### config.mk
export PLATFORM = sky130hd
export DESIGN_NAME = cache_line_axi
export DESIGN_NICKNAME = d
export VERILOG_FILES = /design/src/rtl/cache_line_axi_pkg.sv /design/src/rtl/cache_line_axi.sv
export SDC_FILE = /design/constraint.sdc
export NUM_CORES = 1
export LEC_CHECK = 0
export ABC_CLOCK_PERIOD_IN_PS = 3300
export BUFFER_PORTS_ARGS = -buffer_cell sky130_fd_sc_hd__buf_2
export CAP_MARGIN = 25
export CORE_AREA = 2 2 298 300
export DETAILED_ROUTE_END_ITERATION = 8
export DIE_AREA = 0 0 300 302
export PLACE_DENSITY_LB_ADDON = 0.1
export SLEW_MARGIN = 20
export SYNTH_ARGS = -nofsm -noshare
export SYNTH_HDL_FRONTEND = slang
export SYNTH_SLANG_ARGS = --single-unit
### constraint.sdc
create_clock -name clk -period 3.3 [get_ports clk]
set_input_delay 0.165 -clock clk [delete_from_list [all_inputs] [get_ports clk]]
set_output_delay 0.165 -clock clk [all_outputs]
set_load 0.05 [all_outputs]
### src/rtl/cache_line_axi_pkg.sv
// rtl/cache_line_axi_pkg.sv - shared constants and state type for the cache line AXI engine
package cache_line_axi_pkg;

  localparam int          CACHELINE_WIDTH = 256;
  localparam int          BEATS           = CACHELINE_WIDTH / 32;
  localparam int          LINE_OFFSET     = 5;
  localparam logic [3:0]  AXI_ID          = 4'd0;
  localparam logic [7:0]  AXI_LEN         = 8'(BEATS - 1);
  localparam logic [2:0]  AXI_SIZE_4B     = 3'b010;
  localparam logic [1:0]  AXI_BURST_INCR  = 2'b01;
  localparam logic [2:0]  LAST_BEAT       = 3'(BEATS - 1);

  typedef enum logic [2:0] {
    ST_IDLE,
    ST_AW,
    ST_W,
    ST_B,
    ST_AR,
    ST_R,
    ST_DONE
  } state_e;

  // Line-aligned byte address from a stored line index.
  function automatic logic [31:0] line_addr(input logic [31-LINE_OFFSET:0] idx);
    return {idx, {LINE_OFFSET{1'b0}}};
  endfunction

endpackage

### src/rtl/cache_line_axi.sv
// rtl/cache_line_axi.sv - victim write-back and line refill over 8-beat AXI INCR bursts
module cache_line_axi
  import cache_line_axi_pkg::*;
(
  input  logic                       clk,
  input  logic                       rst,
  input  logic                       miss_req_i,
  input  logic [31:0]                miss_addr_i,
  input  logic                       write_req_i,
  input  logic [31:0]                write_addr_i,
  input  logic [CACHELINE_WIDTH-1:0] cacheline_old_i,
  output logic                       refresh_o,
  output logic [CACHELINE_WIDTH-1:0] cacheline_new_o,
  output logic                       wb_done_o,
  output logic                       busy_o,
  output logic                       resp_err_o,
  output logic [3:0]                 arid_o,
  output logic [31:0]                araddr_o,
  output logic [7:0]                 arlen_o,
  output logic [2:0]                 arsize_o,
  output logic [1:0]                 arburst_o,
  output logic                       arvalid_o,
  input  logic                       arready_i,
  input  logic [31:0]                rdata_i,
  input  logic [1:0]                 rresp_i,
  input  logic                       rlast_i,
  input  logic                       rvalid_i,
  output logic                       rready_o,
  output logic [3:0]                 awid_o,
  output logic [31:0]                awaddr_o,
  output logic [7:0]                 awlen_o,
  output logic [2:0]                 awsize_o,
  output logic [1:0]                 awburst_o,
  output logic                       awvalid_o,
  input  logic                       awready_i,
  output logic [31:0]                wdata_o,
  output logic [3:0]                 wstrb_o,
  output logic                       wlast_o,
  output logic                       wvalid_o,
  input  logic                       wready_i,
  input  logic [1:0]                 bresp_i,
  input  logic                       bvalid_i,
  output logic                       bready_o
);

  state_e                       state_q, state_d;
  logic [2:0]                   cnt_q, cnt_d;
  logic [31-LINE_OFFSET:0]      waddr_q, waddr_d;
  logic [31-LINE_OFFSET:0]      raddr_q, raddr_d;
  logic                         miss_pend_q, miss_pend_d;
  logic                         resp_err_q, resp_err_d;
  // One line register serves both directions: it holds the victim during
  // the write burst and is then overwritten beat by beat by the refill.
  logic [CACHELINE_WIDTH-1:0]   line_q, line_d;
  logic [7:0]                   beat_base;

  logic                         unused_addr_bits;
  assign unused_addr_bits = ^{miss_addr_i[LINE_OFFSET-1:0], write_addr_i[LINE_OFFSET-1:0]};

  assign beat_base = {cnt_q, 5'b0};

  assign arid_o          = AXI_ID;
  assign araddr_o        = line_addr(raddr_q);
  assign arlen_o         = AXI_LEN;
  assign arsize_o        = AXI_SIZE_4B;
  assign arburst_o       = AXI_BURST_INCR;
  assign awid_o          = AXI_ID;
  assign awaddr_o        = line_addr(waddr_q);
  assign awlen_o         = AXI_LEN;
  assign awsize_o        = AXI_SIZE_4B;
  assign awburst_o       = AXI_BURST_INCR;
  assign wstrb_o         = 4'hf;
  assign wdata_o         = line_q[beat_base +: 32];
  assign cacheline_new_o = line_q;
  assign busy_o          = (state_q != ST_IDLE);
  assign resp_err_o      = resp_err_q;

  // Next-state, datapath updates and channel handshakes.
  always_comb begin
    state_d     = state_q;
    cnt_d       = cnt_q;
    waddr_d     = waddr_q;
    raddr_d     = raddr_q;
    miss_pend_d = miss_pend_q;
    resp_err_d  = resp_err_q;
    line_d      = line_q;
    arvalid_o   = 1'b0;
    awvalid_o   = 1'b0;
    wvalid_o    = 1'b0;
    wlast_o     = 1'b0;
    rready_o    = 1'b0;
    bready_o    = 1'b0;
    refresh_o   = 1'b0;
    wb_done_o   = 1'b0;

    case (state_q)
      ST_IDLE: begin
        if (write_req_i) begin
          waddr_d     = write_addr_i[31:LINE_OFFSET];
          line_d      = cacheline_old_i;
          miss_pend_d = miss_req_i;
          if (miss_req_i) begin
            raddr_d = miss_addr_i[31:LINE_OFFSET];
          end
          state_d = ST_AW;
        end else if (miss_req_i) begin
          raddr_d     = miss_addr_i[31:LINE_OFFSET];
          miss_pend_d = 1'b0;
          state_d     = ST_AR;
        end
      end
      ST_AW: begin
        awvalid_o = 1'b1;
        if (awready_i) begin
          cnt_d   = 3'd0;
          state_d = ST_W;
        end
      end
      ST_W: begin
        wvalid_o = 1'b1;
        wlast_o  = (cnt_q == LAST_BEAT);
        if (wready_i) begin
          cnt_d = cnt_q + 3'd1;
          if (cnt_q == LAST_BEAT) begin
            state_d = ST_B;
          end
        end
      end
      ST_B: begin
        bready_o = 1'b1;
        if (bvalid_i) begin
          wb_done_o = 1'b1;
          if (bresp_i != 2'b00) begin
            resp_err_d = 1'b1;
          end
          miss_pend_d = 1'b0;
          state_d     = miss_pend_q ? ST_AR : ST_IDLE;
        end
      end
      ST_AR: begin
        arvalid_o = 1'b1;
        if (arready_i) begin
          cnt_d   = 3'd0;
          state_d = ST_R;
        end
      end
      ST_R: begin
        rready_o = 1'b1;
        if (rvalid_i) begin
          line_d[beat_base +: 32] = rdata_i;
          // The burst always completes on the beat count; a misplaced
          // rlast is only reported.
          if ((rresp_i != 2'b00) || (rlast_i != (cnt_q == LAST_BEAT))) begin
            resp_err_d = 1'b1;
          end
          cnt_d = cnt_q + 3'd1;
          if (cnt_q == LAST_BEAT) begin
            state_d = ST_DONE;
          end
        end
      end
      ST_DONE: begin
        refresh_o = 1'b1;
        state_d   = ST_IDLE;
      end
      default: begin
        state_d = ST_IDLE;
      end
    endcase
  end

  // State and datapath registers with synchronous reset.
  always_ff @(posedge clk) begin
    if (rst) begin
      state_q     <= ST_IDLE;
      cnt_q       <= 3'd0;
      waddr_q     <= '0;
      raddr_q     <= '0;
      miss_pend_q <= 1'b0;
      resp_err_q  <= 1'b0;
      line_q      <= '0;
    end else begin
      state_q     <= state_d;
      cnt_q       <= cnt_d;
      waddr_q     <= waddr_d;
      raddr_q     <= raddr_d;
      miss_pend_q <= miss_pend_d;
      resp_err_q  <= resp_err_d;
      line_q      <= line_d;
    end
  end

endmodule

==> results_dict.tcl <==
set metrics [dict create \
    outcome "complete, no violations" \
    place_area_mm2 0.0207 \
    startpoint "cnt_q[1]" \
    grt_pass1_wl_mm 140 \
    synth_edf_count 0 \
    r2r_slack_ns 0.19 \
    finalClockSkew_ns 0.0399 \
    grt_max_degree 133 \
    rows 109 \
    period_minus_slack_ns 3.11 \
    start_util_pct 18.5 \
    synth_cells 1734 \
    total_power_mw 15.8 \
    num_vias 18500 \
    synthTopCellsByArea "dfxtp_1 39%, mux4_2 8.9%, a22oi_1 7.4%" \
    grt_antenna_before_repair 14 \
    finalWorstSetupSlack_ns 0.190 \
    synthFlopType "dfxtp_1" \
    dieArea_mm2 0.0906 \
    ff2ff_path_depth 9 \
    syn_area_per_cell_um2 9.32 \
    detail-route-antenna-nets 0 \
    grt.total_usage_pct 21.2 \
    tns_ns 0 \
    p_per_area_mw_per_mm2 621 \
    fin_hold_ws_ns 0.0273 \
    tritoncts "yes" \
    gp_congestion 0.825 \
    drtIter0Drc 1207 \
    synth_top_cell_by_area "dfxtp_1" \
    clock-sinks 318 \
    register_area_mm2 0.00637 \
    fin_util_pct 29.1 \
    worstPathArrival_ns 3.63 \
    grt_pass1_vias 18800 \
    syn-cell-area_mm2 0.0162 \
    clockBufferDepth 3 \
    fill_cells 9473 \
    ir_drop_v 0.000335 \
    io_pins 766 \
    reg2reg_from "cnt_q[1]" \
    drt_pass1_iterations 5 \
    place_inst 3435 \
    clkTransAtPathRegs_ns 0.06 \
    clk_latency_ns 0.60 \
    final_cells 3845 \
    synth-seq-cells 318 \
    drive_above_1_share_pct 37.3 \
    met3_usage_pct 4.00 \
    ys_async_sr_fraction_pct 0 \
    design_area_mm2 0.0254 \
    met1_usage_pct 27.0 \
    cts.htree.levels 2 \
    multi_input_area_mm2 0.00872 \
    slew_viol_final 0 \
    yosysWarnings 0 \
    cap_violations 0 \
    gr-usage-met2_pct 36.2 \
    critPathKind "flip-flop to flip-flop" \
    root_buffer "clkbuf_16" \
    relSlewSlack_pct 35.6 \
    max_freq_mhz 322 \
    synth_cell_types 61 \
    busiest_layer "met2" \
    grt_setup_unrepaired "no" \
    area_growth_pct 57.4 \
    worst_pin_slew_ns 0.966 \
    io_buffers 707 \
    cts_buffers 45 \
    hold_path.class "primary input to flip-flop" \
    rr_endpoint "cacheline_new_o[144]" \
    die_w_um 300 \
    synth_top_cell_area_share_pct 39.4 \
    cp_max_fo 19 \
    end_kind "flip-flop" \
    wirelength_mm 100 \
    hold_violations 0 \
    core_area_mm2 0.0876 \
    finalSetupViolations 0 \
    p_leak_nw 10.8 \
    wire_per_inst_um 26.1 \
    drc 0 \
    dp_slack_ns 0.262 \
    critPathLaunchType "flip-flop" \
    die_h_um 302 \
    worstPathRequired_ns 3.82 \
    overflow 0 \
    via_per_inst 4.81 \
    fin_nets 3014 \
    period_share_pct 94.2 \
    dp_hpwl_mm 67.3 \
    ys_seq_area_share_pct 39.4 \
    cp-endpoint "cacheline_new_o[144]" \
]
-- report_power, final --
| group | switching (mW) | internal (mW) |
|---|---|---|
| clock | 2.01 | 2.89 |
| sequential | 0.494 | 4.40 |
| combinational | 4.27 | 1.72 |
-- synthesized netlist by cell type (3+ instances only) --
cell type / count
o2bb2ai_1: 64
buf_6: 6
o31ai_1: 3
mux4_2: 64
and2_1: 6
ha_1: 7
buf_4: 58
o21ai_0: 5
a32oi_1: 32
a21oi_1: 221
dfxtp_1: 318
a221oi_1: 65
nor2_1: 42
nor2b_1: 3
clkbuf_1: 129
nand2_1: 207
nor3_1: 68
buf_2: 63
a211oi_1: 68
nand2b_1: 8
a22oi_1: 160
a211oi_2: 60
o21ai_1: 3
mux2i_1: 3
inv_1: 4
buf_1: 19
nand3_1: 3
-- worst min path at each step --
stage / cells after the start / start / slack, ns / end
finish: 3 / rdata_i[14] / 0.03 / cacheline_new_o[142]
global route: 4 / miss_req_i / 0.03 / state_q[2]
CTS: 3 / rdata_i[23] / 0.001 / cacheline_new_o[23]
detailed placement: 3 / write_addr_i[23] / 0.41 / waddr_q[18]
global placement: 3 / miss_addr_i[26] / 0.41 / raddr_q[21]
floorplan: 2 / miss_addr_i[5] / 0.30 / raddr_q[0]
-- area by class of cell --
class                           count  share of cell area, %
Timing Repair Buffer             1090                   29.1
Inverter                            6                 0.0885
Clock buffer                       68                   5.16
Tap cell                         1165                   5.73
Antenna cell                        6                 0.0590
Clock inverter                     12                  0.487
Sequential cell                   318                   25.1
Multi-Input combinational cell   1180                   34.3
-- flip-flops by register name (all words and copies together), names as in the netlist --
register / cells
waddr_q: 27
state_q: 3
miss_pend_q: 1
cacheline_new_o: 256
raddr_q: 27
resp_err_o: 1
cnt_q: 3
-- logic make-up (layout without fill, tap and decap cells) --
family	Yosys count	after routing	share of synthesized area, %
DFF	318	318	39.4
buffers and inverters	282	1176	8.67
AOI/OAI and AO/OA	694	694	32.0
muxes	68	68	9.17
other	2	54	0.0465
xor gates and xnor gates	1	1	0.0542
adders and majority gates	7	7	0.542
and+or+nand+nor	362	362	10.1
-- cell usage in the layout (no fill, tap or decap), types with 3 or more instances in the layout --
cell type      synthesis  routed
a211oi_2              60      60
clkbuf_8               0      10
nor2b_1                3       3
inv_1                  4       4
a32oi_1               32      32
dfxtp_1              318     315
nand2b_1               8       5
dlygate4sd3_1          0     322
nor3_4                 1       3
ha_1                   7       7
buf_2                 63     707
mux4_2                64      64
nand3_1                3       3
o2bb2ai_1             64      64
nand2_1              207     207
a22oi_1              160     160
o21ai_0                5       5
nor2_4                 2       6
buf_8                  0       3
a221oi_1              65      65
o31ai_1                3       3
a21oi_1              221     221
nor2_1                42      39
conb_1                 2      48
mux2i_1                3       3
a211oi_1              68      68
buf_4                 58      43
clkbuf_1             129      13
diode_2                0       6
clkinv_2               0       5
o21ai_4                0       3
nor3_1                68      68
clkbuf_16              0      45
buf_12                 0      13
-- worst max-delay path, stage by stage (launching register included) --
cell	delay (ns)
dfxtp_4	0.42
inv_1	0.10
ha_1	0.21
ha_1	0.44
or4b_1	0.55
nor3_4	0.19
buf_6	0.29
a22oi_1	0.11
dlygate4sd3_1	0.61
o2bb2ai_1	0.13
-- per-layer routing --
layer	routed length, µm	share of wire (%)
met2	48900	49
met1	42700	43
met3	5940	5.9
met5	92	0.092
met4	2690	2.7
-- repair_timing --
action,4_1_cts,5_1_grt
gates resized for setup,0,2
hold buffers,322,0
setup buffers,0,1
endpoints found under the hold margin,315,0
setup endpoints to repair,0,4
No activity file was read; power rests on OpenSTA's default activity.
